===== src/rtl/npu_col_feeder.sv =====
// Streams raster pixels into K_H-1 line buffers and drives the NPU host port with
// column loads plus clear/trigger/next-state control writes for a full conv pass.
module npu_col_feeder #(
  parameter int K_H      = 3,
  parameter int K_W      = 3,
  parameter int IN_H     = 16,
  parameter int IN_W     = 15,
  parameter int TRIG_GAP = 3
) (
  input  logic        clk,
  input  logic        rst_ni,
  input  logic        start,
  input  logic        pix_valid,
  input  logic [7:0]  pix_data,
  output logic        pix_ready,
  output logic        npu_ena,
  output logic        npu_wea,
  output logic [15:0] npu_addra,
  output logic [31:0] npu_dina,
  output logic        busy,
  output logic        done
);

  localparam int NB = K_H - 1;
  localparam int SW = (NB > 1) ? $clog2(NB) : 1;
  localparam int CW = (IN_W > 1) ? $clog2(IN_W) : 1;
  localparam int RW = (IN_H > 1) ? $clog2(IN_H) : 1;
  localparam int GW = (TRIG_GAP > 1) ? $clog2(TRIG_GAP) : 1;

  localparam logic [15:0] ADDR_COL  = 16'h1000;
  localparam logic [15:0] ADDR_CTRL = 16'h4000;

  typedef enum logic [2:0] {
    S_IDLE, S_ACCEPT, S_CLR, S_COL, S_TRIG, S_WAIT, S_NEXT, S_DONE
  } state_t;

  state_t          state, state_next;
  logic [RW-1:0]   row;
  logic [CW-1:0]   col;
  logic [SW-1:0]   base;
  logic [GW-1:0]   gap, gap_next;
  logic [7:0]      pix_q;
  logic            armed;

  logic            xfer;
  logic            adv;
  logic            go;
  logic            lb_we;
  logic [7:0]      lb_wdata;
  logic            wr_en;
  logic [15:0]     wr_addr;
  logic [31:0]     wr_data;
  logic [31:0]     col_word;
  logic [8*NB-1:0] rd_flat;
  logic            last_col, last_row, fill_row;
  int              slot;

  assign pix_ready = (state == S_ACCEPT);
  assign xfer      = pix_valid & pix_ready;
  assign go        = (state == S_IDLE) & start & armed;
  assign last_col  = (col == CW'(IN_W - 1));
  assign last_row  = (row == RW'(IN_H - 1));
  assign fill_row  = (row < RW'(K_H - 1));
  assign lb_wdata  = (state == S_COL) ? pix_q : pix_data;

  // One RAM per buffered row; base names the slot holding the oldest row.
  genvar gi;
  generate
    for (gi = 0; gi < NB; gi++) begin : g_lb
      logic [7:0] mem [IN_W];
      logic [7:0] rd_q;
      always_ff @(posedge clk) begin
        if (lb_we && (base == SW'(gi)))
          mem[col] <= lb_wdata;
        if (xfer)
          rd_q <= mem[col];
      end
      assign rd_flat[8*gi +: 8] = rd_q;
    end
  endgenerate

  // Byte i carries row r-K_H+1+i, found NB-rotated from the oldest slot.
  always_comb begin
    col_word = '0;
    slot     = 0;
    for (int i = 0; i < NB; i++) begin
      slot = int'(base) + i;
      if (slot >= NB)
        slot = slot - NB;
      col_word[8*i +: 8] = rd_flat[8*slot +: 8];
    end
    col_word[8*NB +: 8] = pix_q;
  end

  always_comb begin
    state_next = state;
    gap_next   = gap;
    adv        = 1'b0;
    lb_we      = 1'b0;
    wr_en      = 1'b0;
    wr_addr    = '0;
    wr_data    = '0;
    case (state)
      S_IDLE: begin
        if (go)
          state_next = S_ACCEPT;
      end
      S_ACCEPT: begin
        if (xfer) begin
          if (fill_row) begin
            lb_we = 1'b1;
            adv   = 1'b1;
          end else begin
            state_next = (col == '0) ? S_CLR : S_COL;
          end
        end
      end
      S_CLR: begin
        wr_en      = 1'b1;
        wr_addr    = ADDR_CTRL;
        wr_data    = 32'h8;
        state_next = S_COL;
      end
      S_COL: begin
        wr_en   = 1'b1;
        wr_addr = ADDR_COL;
        wr_data = col_word;
        lb_we   = 1'b1;
        if (col >= CW'(K_W - 1)) begin
          state_next = S_TRIG;
        end else begin
          adv        = 1'b1;
          state_next = S_ACCEPT;
        end
      end
      S_TRIG: begin
        wr_en      = 1'b1;
        wr_addr    = ADDR_CTRL;
        wr_data    = 32'h1;
        gap_next   = '0;
        state_next = S_WAIT;
      end
      S_WAIT: begin
        if (gap == GW'(TRIG_GAP - 1)) begin
          if (last_row && last_col) begin
            state_next = S_NEXT;
          end else begin
            adv        = 1'b1;
            state_next = S_ACCEPT;
          end
        end else begin
          gap_next = gap + 1'b1;
        end
      end
      S_NEXT: begin
        wr_en      = 1'b1;
        wr_addr    = ADDR_CTRL;
        wr_data    = 32'h2;
        state_next = S_DONE;
      end
      S_DONE: state_next = S_IDLE;
      default: state_next = S_IDLE;
    endcase
  end

  // armed blocks a start that coincides with the first edge after reset release.
  always_ff @(posedge clk or negedge rst_ni) begin
    if (!rst_ni) begin
      state <= S_IDLE;
      row   <= '0;
      col   <= '0;
      base  <= '0;
      gap   <= '0;
      pix_q <= '0;
      armed <= 1'b0;
    end else begin
      state <= state_next;
      gap   <= gap_next;
      armed <= 1'b1;
      if (xfer)
        pix_q <= pix_data;
      if (go) begin
        row  <= '0;
        col  <= '0;
        base <= '0;
      end else if (adv) begin
        if (last_col) begin
          col  <= '0;
          row  <= row + 1'b1;
          base <= (base == SW'(NB - 1)) ? '0 : base + 1'b1;
        end else begin
          col <= col + 1'b1;
        end
      end
    end
  end

  always_ff @(posedge clk or negedge rst_ni) begin
    if (!rst_ni) begin
      npu_ena   <= 1'b0;
      npu_wea   <= 1'b0;
      npu_addra <= '0;
      npu_dina  <= '0;
      done      <= 1'b0;
      busy      <= 1'b0;
    end else begin
      npu_ena   <= wr_en;
      npu_wea   <= wr_en;
      npu_addra <= wr_en ? wr_addr : '0;
      npu_dina  <= wr_en ? wr_data : '0;
      done      <= (state == S_DONE);
      busy      <= (state_next != S_IDLE) || (state == S_DONE);
    end
  end

endmodule

===== config.mk =====
export PLATFORM = sky130hd
export DESIGN_NAME = npu_col_feeder
export DESIGN_NICKNAME = d
export VERILOG_FILES = /design/src/rtl/npu_col_feeder.sv
export SDC_FILE = /design/constraint.sdc
export NUM_CORES = 1
export LEC_CHECK = 0
export ABC_AREA = 1
export BUFFER_PORTS_ARGS = -buffer_cell sky130_fd_sc_hd__buf_2
export CAP_MARGIN = 20
export CORE_MARGIN = 5
export CORE_UTILIZATION = 35
export DETAILED_ROUTE_END_ITERATION = 12
export HOLD_SLACK_MARGIN = 0.06
export SYNTH_ARGS = -nofsm -noshare
export SYNTH_HDL_FRONTEND = slang
export SYNTH_SLANG_ARGS = --single-unit

===== constraint.sdc =====
create_clock -name clk -period 7.2 [get_ports clk]
set_clock_uncertainty 0.2 [all_clocks]
set_input_delay 0.36 -clock clk [delete_from_list [all_inputs] [get_ports clk]]
set_output_delay 0.36 -clock clk [all_outputs]
set_load 0.005 [all_outputs]

# Word level (Yosys, flattened, before mapping)
# Memory sizes are Yosys's and may differ from the RTL's. A register that Yosys moved wholly into a read port is not among the register bits.
# Cells that the tools add are included.
# totals
register_bits,74
mem_bits_rw,240
input_bits,12
out_inout_bits,53
memories,2
# memory_table
memory,depth,width,rd,rd_clocked_by_memory_dff,write_ports,line_no,text
g_lb[0].mem,15,8,1,1,1,70,logic [7:0] mem [IN_W];
g_lb[1].mem,15,8,1,1,1,70,
# op_classes
add_sub_neg,7
n_lt_le_gt_ge,4
n_eq_ne,11
shift,2
muxes,39
bitwise_logic,4
reduce_logical,14
# ops
op,count
$pmux W24 S4,1
$shiftx A16 B32 Y8,2
$mux W29,2
$mux W32,1
$pmux W15 S2,1
$mux W4,6
$pmux W3 S8,1
$mux W3,6
$mux W16,1
$mux W1,15
$eq A3 B3 Y1 const B,4
$add A4 B1 Y4 const B,2
$eq A4 B4 Y1 const B,2
$mux W8,1
$eq A3 B2 Y1 const B,2
$reduce_bool A2 Y1,3
$ge A4 B2 Y1 const B,1
$logic_not A4 Y1,1
$lt A4 B2 Y1 const B,1
$pmux W2 S2,1
$reduce_and A2 Y1,2
$reduce_or A4 Y1,1
$and A1 B1 Y1,3
$eq A3 B1 Y1 const B,1
18 further kinds,20

# Depth between registers and ports, before layout
# Gate-level depths: netlist (run 1).
# logic_depth
depth_word,7
mapped_depth,10

# Worst setup path after synthesis (run 1)
# No wires, ideal clock.
# synth_timing
path_kind,register to register
start,reg state[2]
end,"mem g_lb[0].mem[0][5], data pin"
arrival_time_ns,2.187
setup_slack_ns,4.374
stages_incl_launch_ff,6
path_buffers,2
period_less_slack_ns,2.826
path_cell_list,dfrtp_1 > inv_1 > nand3_1 > buf_2 > buf_1 > o21ai_0
# synth_between
elab_chain_len,2
# synth_lines
element,line_no,text
from (decl),37,"state_t state, state_next;"
from (signal assigned),177,state <= state_next;
$eq A3 B2 Y1,64,assign lb_wdata = (state == S_COL) ? pix_q : pix_data;
$mux W8,64,
named net lb_wdata[5],49,logic [7:0] lb_wdata;
to (decl),70,
# The timed path passes the listed nets, and every way through them passes these cells.

# Worst setup path in the final report (run 1)
# layout_timing
start,reg col[1]
end,"mem g_lb[0].mem[7][2], enable pin"
# layout_rtl
element,line_no,text
from (decl),39,logic [CW-1:0] col;
from (signal assigned),192,col <= col + 1'b1;
# Straight into the memory's write port.

==> results of run 1 <==
-- cell type report --
type                    count  area [µm²]  area share [%]
flip-flops and latches    308        8990            63.9
clock buffers              40         851            6.05
clock inverters            18         144            1.02
multi-input cells         556        2710            19.3
well taps                 455         569            4.05
inverters                  59         221            1.58
repair buffers             88         576            4.09
-- cell usage in the layout, fill, tap and decap left out, types with 19 or more instances in the layout --
cell,netlist,layout
nand2_1,267,267
edfxtp_1,256,256
a22oi_1,78,78
inv_1,57,57
dfrtp_1,52,52
buf_2,17,48
nor2_1,50,47
nand3_1,37,37
clkbuf_16,0,32
buf_4,27,30
conb_1,2,23
nand4_1,21,21
nor3_1,21,21
o21ai_0,27,19
-- worst min-delay path: stages --
cell and delay [ns]:
buf_2 0.08, nand3_1 0.16, clkinv_1 0.17
-- power by group --
part	total [mW]	switching [mW]	leakage [nW]	internal [mW]
sequential	2.29	0.0858	3.00	2.21
combinational	1.54	1.12	1.93	0.417
clock	1.55	0.650	0.495	0.904
-- cell usage after synthesis (all sizes together) --
master and n:
clkbuf 20, nand2 267, conb 2, dfrtp 52
edfxtp 256, nor3 21, nand3b 2, inv 57
nand4 21, xor2 3, a22oi 78, o21ai 28
a211oi 10, nor2 53, ha 2, a31oi 1
clkinv 2, buf 46, a21oi 9, nand3 38
-- path summary, 6_finish.rpt --
kind                               startpoint                           to  slack, ns  cells past startpoint
min                                 pix_valid    g_lb[1].rd_q[0]$_DFFE_PN_       0.16                      3
max reg2reg                col[1]$_DFFE_PN0P_  g_lb[0].mem[7][2]$_DFFE_PP_       3.69                      5
max in group asynchronous              rst_ni         pix_q[4]$_DFFE_PN0N_       6.10                      3
min reg2reg                gap[0]$_DFFE_PN0P_           gap[0]$_DFFE_PN0P_       0.29                      1
min in group asynchronous              rst_ni               busy$_DFF_PN0_       0.26                      3
max                        col[1]$_DFFE_PN0P_  g_lb[0].mem[7][2]$_DFFE_PP_       3.69                      5
-- flip-flops by register name (all words and copies together) (netlist names) --
| register | flops |
|---|---|
| armed | 1 |
| base | 1 |
| busy | 1 |
| col | 4 |
| done | 1 |
| g_lb.mem | 240 |
| g_lb.rd_q | 16 |
| gap | 2 |
| npu_addra | 2 |
| npu_dina | 24 |
| npu_wea | 1 |
| pix_q | 8 |
| row | 4 |
| state | 3 |
-- timing repair --
action / in CTS / in global routing
resized for setup: 0 / 0
endpoints found under the hold margin: 60 / 0
hold buffers: 9 / 0
-- routing by layer --
layer | GRT usage, % | up-vias | routed length [µm]
met2 | 23.0 | 266 | 13100
met5 | 0 | - | 0
met3 | 2.26 | 43 | 1820
met4 | 2.92 | 0 | 534
li1 | - | 3537 | -
met1 | 19.5 | 3740 | 11900
-- cells by family after synthesis --
family	share of synthesized area, %
AOI/OAI and AO/OA	7.01
other	0.0618
xor gates and xnor gates	0.216
adders and majority gates	0.206
DFF	74.0
and+or+nand+nor	13.7
buffers and inverters	4.88
==> results.sh, run 1 <==
export IMPL_nFillCells=3167
export IMPL_port_buffers=42
export IMPL_dieArea_um2=38500
export IMPL_setup_tns_ns=0
export IMPL_hold_class="input pin to flop"
export IMPL_crit_chain="nand2_1, clkinv_1, buf_4, nand2_1, nor2_1"
export IMPL_drv_slew=0
export IMPL_htreeDepth=1
export IMPL_yosys_warnings=0
export IMPL_vias=7586
export IMPL_grt_max_degree=67
export IMPL_p_leak_nw=5.43
export IMPL_cpPeakStageDelay_ns=0.84
export IMPL_worst_slack_ns=3.69
export IMPL_first_global_vias=7240
export IMPL_cts_setup_buffers=0
export IMPL_crit_buf_inv=2
export IMPL_cts_root_buf="clkbuf_16"
export IMPL_initial_utilization_pct=35.4
export IMPL_io_pins=65
export IMPL_status="complete, no violations"
export IMPL_critPathLaunchType="flop"
export IMPL_die_w_um=196
export IMPL_routed_wl_mm=27.3
export IMPL_clkSlewWorstSetupHoldPaths_ns=0.06
export IMPL_path_common_cell="nand2_1"
export IMPL_design_power_total_mw=5.39
export IMPL_cts_tree="yes"
export IMPL_cts_buffers=31
export IMPL_clk_latency_ns=0.56
export IMPL_viasPerCell=4.98
export IMPL_avgSynthCellArea_um2=12.6
export IMPL_place_congestion=0.793
export IMPL_power_density_nw_per_um2=383
export IMPL_hold_violations=0
export IMPL_worst_pin_slew_ns=0.940
export IMPL_placed_cells=1456
export IMPL_arrival_ns=3.49
export IMPL_critPathKind="flop to flop"
export IMPL_grt_pass1_wl_mm=42.3
export IMPL_cp_max_fo=35
export IMPL_drive_gt1_share_pct=13.3
export IMPL_pre_cts_ws_ns=3.72
export IMPL_syn_to_final_growth_pct=15.7
export IMPL_worst_ep_required_time_ns=7.17
export IMPL_clock_fmax_mhz=285
export IMPL_max_slew_margin_rel_pct=37.1
export IMPL_diodes=0
export IMPL_wl_per_cell_um=17.9
export IMPL_ys_types=27
export IMPL_ys_ff_latch=308
export IMPL_place_area_um2=13000
export IMPL_netlist_area_leader_share_pct=63.3
export IMPL_peakVddDrop_v=0.000217
export IMPL_dr_pass1_iters=7
export IMPL_max_cap_violations=0
export IMPL_crit_path_top_delay_cell="dfrtp_1"
export IMPL_postSynthCellCount=968
export IMPL_clock_sinks=308
export IMPL_netlist_top_cells_area="edfxtp_1 (63%), dfrtp_1 (11%), nand2_1 (8.2%)"
export IMPL_clockBufferDepth=3
export IMPL_grt_usage_pct=13.9
export IMPL_antenna_left=0
export IMPL_synth_area_leader_cell="edfxtp_1"
export IMPL_synthesis_area_um2=12200
export IMPL_core_um2=34400
export IMPL_post_route_util_pct=40.9
export IMPL_drcViolationCount=0
export IMPL_fin_crit_sh_pct=48.8
export IMPL_stdcell_area_um2=14100
export IMPL_grt_overflow=0
export IMPL_synth_seq_area_share_pct=74.0
export IMPL_rsz0062_at_grt="no"
export IMPL_cpLargestDelayFamily="simple AND/OR/NAND/NOR gates"
export IMPL_setup_violations=0
export IMPL_rows=68
export IMPL_hpwl_mm=16.8
export IMPL_antenna_found_initial=0
export IMPL_cp_end_kind="flop"
export IMPL_fin_cells=1524
export IMPL_drt_iter0_markers=700
export IMPL_die_height_um=196
export IMPL_nNetsFinal=1058
export IMPL_post_route_min_period_ns=3.51
export IMPL_holdWs_ns=0.165
(Power assumes the default switching activity.)
==> run 2: changes to the inputs <==
--- a/config.mk
+++ b/config.mk
@@ -5,7 +5,7 @@
 export SDC_FILE = /design/constraint.sdc
 export NUM_CORES = 1
 export LEC_CHECK = 0
-export ABC_AREA = 1
+export ABC_AREA = 0
 export BUFFER_PORTS_ARGS = -buffer_cell sky130_fd_sc_hd__buf_2
 export CAP_MARGIN = 20
 export CORE_MARGIN = 5
==> constraint.sdc (replaced) <==
create_clock -name clk -period 3.1 [get_ports clk]
set_clock_uncertainty 0.2 [all_clocks]
set_input_delay 0.155 -clock clk [delete_from_list [all_inputs] [get_ports clk]]
set_output_delay 0.155 -clock clk [all_outputs]
set_load 0.005 [all_outputs]
==> run 2 against run 1 <==
- final area is 2.2% higher
- power rose by 130%
- largest cell class unchanged
- synthesized area grew 0.95%
- register-to-register slack worse by 3.3 ns
- clock-buffer cell count increased by 3
- clock power grew 140%
- worst hold slack improved by 0.019 ns
- sequential power up 150%
- first-iteration DRC count fell by 48%
==> results.sh, run 2 <==
export IMPL_dr_pass1_iters=5
export IMPL_rsz0062_at_grt="no"
export IMPL_nNetsFinal=785
export IMPL_clockBufferDepth=3
export IMPL_crit_start="col[1]$_DFFE_PN0P_"
export IMPL_critPathKind="flop to flop"
export IMPL_setup_violations=0
export IMPL_cp_end_kind="flop"
export IMPL_top_regs="g_lb.mem x240, npu_dina x24, g_lb.rd_q x16"
export IMPL_synth_edf_count=256
export IMPL_worst_slack_ns=0.389
export IMPL_worst_ep_required_time_ns=3.15
export IMPL_status="complete, no violations"
export IMPL_port_buffers=42
export IMPL_worst_pin_slew_ns=1.06
export IMPL_place_congestion=0.759
export IMPL_yosys_warnings=0
export IMPL_grt_usage_pct=12.5
export IMPL_antenna_left=0
export IMPL_synth_async_reset_ratio_pct=16.9
export IMPL_viasPerCell=4.88
export IMPL_ys_flop_type="edfxtp_1"
export IMPL_synth_most_common_cell="edfxtp_1"
export IMPL_setup_tns_ns=0
export IMPL_core_um2=34500
export IMPL_final_cell_mix="edfxtp_1 (256), mux4_2 (64), dfrtp_1 (50)"
export IMPL_netlist_area_leader_share_pct=62.7
export IMPL_worst_r2r_startpoint="col[1]$_DFFE_PN0P_"
export IMPL_clock_fmax_mhz=369
export IMPL_max_slew_margin_rel_pct=29.4
export IMPL_io_pins=65
export IMPL_synthesis_area_um2=12300
export IMPL_first_global_vias=6132
export IMPL_critPathLaunchType="flop"
export IMPL_avgSynthCellArea_um2=18.1
export IMPL_largest_reg_flops=240
export IMPL_synthTopCellsByCount="edfxtp_1 (256), mux4_2 (64), dfrtp_1 (52)"
export IMPL_synth_area_leader_cell="edfxtp_1"
export IMPL_cts_setup_buffers=0
export IMPL_routed_wl_mm=24.2
export IMPL_synth_seq_area_share_pct=73.3
export IMPL_die_w_um=197
export IMPL_grt_use_met2_pct=20.6
export IMPL_peakVddDrop_v=0.000582
export IMPL_post_route_min_period_ns=2.71
export IMPL_met1_usage_pct=17.3
export IMPL_max_cap_violations=0
export IMPL_grt_max_degree=48
export IMPL_cts_buffers=30
export IMPL_design_power_total_mw=12.4
export IMPL_postSynthCellCount=676
export IMPL_syn_to_final_growth_pct=17.1
export IMPL_vias=6096
export IMPL_die_height_um=197
export IMPL_drcViolationCount=0
export IMPL_grt_busiest_layer="met2"
export IMPL_htreeDepth=1
export IMPL_use_met3_pct=2.32
export IMPL_grt_pass1_wl_mm=37.7
export IMPL_grt_overflow=0
export IMPL_clk_latency_ns=0.55
export IMPL_drive_gt1_share_pct=27.4
export IMPL_holdWs_ns=0.184
export IMPL_antenna_found_initial=1
export IMPL_initial_utilization_pct=35.5
export IMPL_drv_slew=0
export IMPL_largest_register="g_lb.mem"
export IMPL_ys_ff_latch=308
export IMPL_clock_sinks=308
export IMPL_post_route_util_pct=41.6
export IMPL_netlist_top_cells_area="edfxtp_1 (63%), mux4_2 (12%), dfrtp_1 (11%)"
export IMPL_cts_root_buf="clkbuf_16"
export IMPL_hold_violations=0
export IMPL_clkSlewWorstSetupHoldPaths_ns=0.06
export IMPL_rows=68
export IMPL_ys_types=44
export IMPL_hpwl_mm=15.8
export IMPL_dieArea_um2=38900
export IMPL_cts_tree="yes"
export IMPL_drt_iter0_markers=365
export IMPL_power_density_nw_per_um2=864
export IMPL_diodes=0
export IMPL_final_common_cell="edfxtp_1"
export IMPL_p_leak_nw=5.02
export IMPL_min_delay_start="pix_data[5]"
export IMPL_wl_per_cell_um=19.3
export IMPL_fin_crit_sh_pct=87.5
export IMPL_hold_class="input pin to flop"
export IMPL_arrival_ns=2.76
export IMPL_pre_cts_ws_ns=0.366
export IMPL_cp_max_fo=47
-- run 2: cell types whose count changed after synthesis, moves of 12 or more --
| cell | delta |
|---|---|
| nand2_1 | -230 |
| a22oi_1 | -78 |
| mux4_2 | +64 |
| inv_1 | -54 |
| mux2i_1 | +35 |
| nand3_1 | -29 |
| nand4_1 | -20 |
| nor2_1 | -12 |
-- run 2: worst paths after layout --
kind / end / slack, ns / cells past startpoint
max in group asynchronous: row[0]$_DFFE_PN0P_ / 1.92 / 4
setup / recovery: g_lb[1].mem[0][0]$_DFFE_PP_ / 0.39 / 5
hold / removal: pix_q[5]$_DFFE_PN0N_ / 0.18 / 3
hold reg to reg: pix_q[5]$_DFFE_PN0N_ / 0.30 / 1
setup reg to reg: g_lb[1].mem[0][0]$_DFFE_PP_ / 0.39 / 5
min in group asynchronous: npu_dina[5]$_DFF_PN0_ / 0.49 / 4
-- run 2: per-stage QoR --
step	cell area, µm²	std cells
4_1_cts	14300	1248
2_1_floorplan	12300	697
3_3_place_gp	13200	1179
5_1_grt	14400	1250
3_5_place_dp	13200	1179
6_report	14400	1250
-- run 2: critical path, stage by stage (launching register included) --
cell and delay, ns:
dfrtp_2 0.76, buf_12 0.35, or2_2 0.37, or2_2 0.35
nor2_1 0.13, buf_4 0.20
-- run 2: logic make-up after synthesis --
family / Yosys count / synth area share, %
buf+inv: 65 / 2.89
fa+ha+maj: 2 / 0.204
compound gates: 59 / 2.98
other cells: 2 / 0.0612
mux: 107 / 15.3
simple gates: 133 / 5.26
flops: 308 / 73.3
-- run 2: cell type report --
type                    instances  area (µm²)
well taps                     455         569
multi-input cells             324        3000
clock buffers                  43         861
flip-flops and latches        308        8990
fillers                      3057       20200
repair buffers                102         768
inverters                       5        18.8
clock inverters                13         149
-- run 2: timing repair --
| item | 4_1_cts | 5_1_grt |
|---|---|---|
| endpoints found under the hold margin | 70 | 0 |
| gates resized for setup | 0 | 0 |
| hold buffers | 13 | 0 |
-- run 2: per-layer routing --
layer / part of all wire [%] / routed length, µm
met5: 0.054 / 13
met4: 1.8 / 440
met3: 5.2 / 1250
met2: 48 / 11600
met1: 45 / 10900
-- run 2: power by group --
part / switching, mW / internal (mW) / total (mW) / leakage [nW]
logic: 1.69 / 1.41 / 3.10 / 1.55
clock network: 1.48 / 2.18 / 3.65 / 0.492
registers: 0.392 / 5.27 / 5.66 / 2.98
total: 3.56 / 8.86 / 12.4 / 5.02
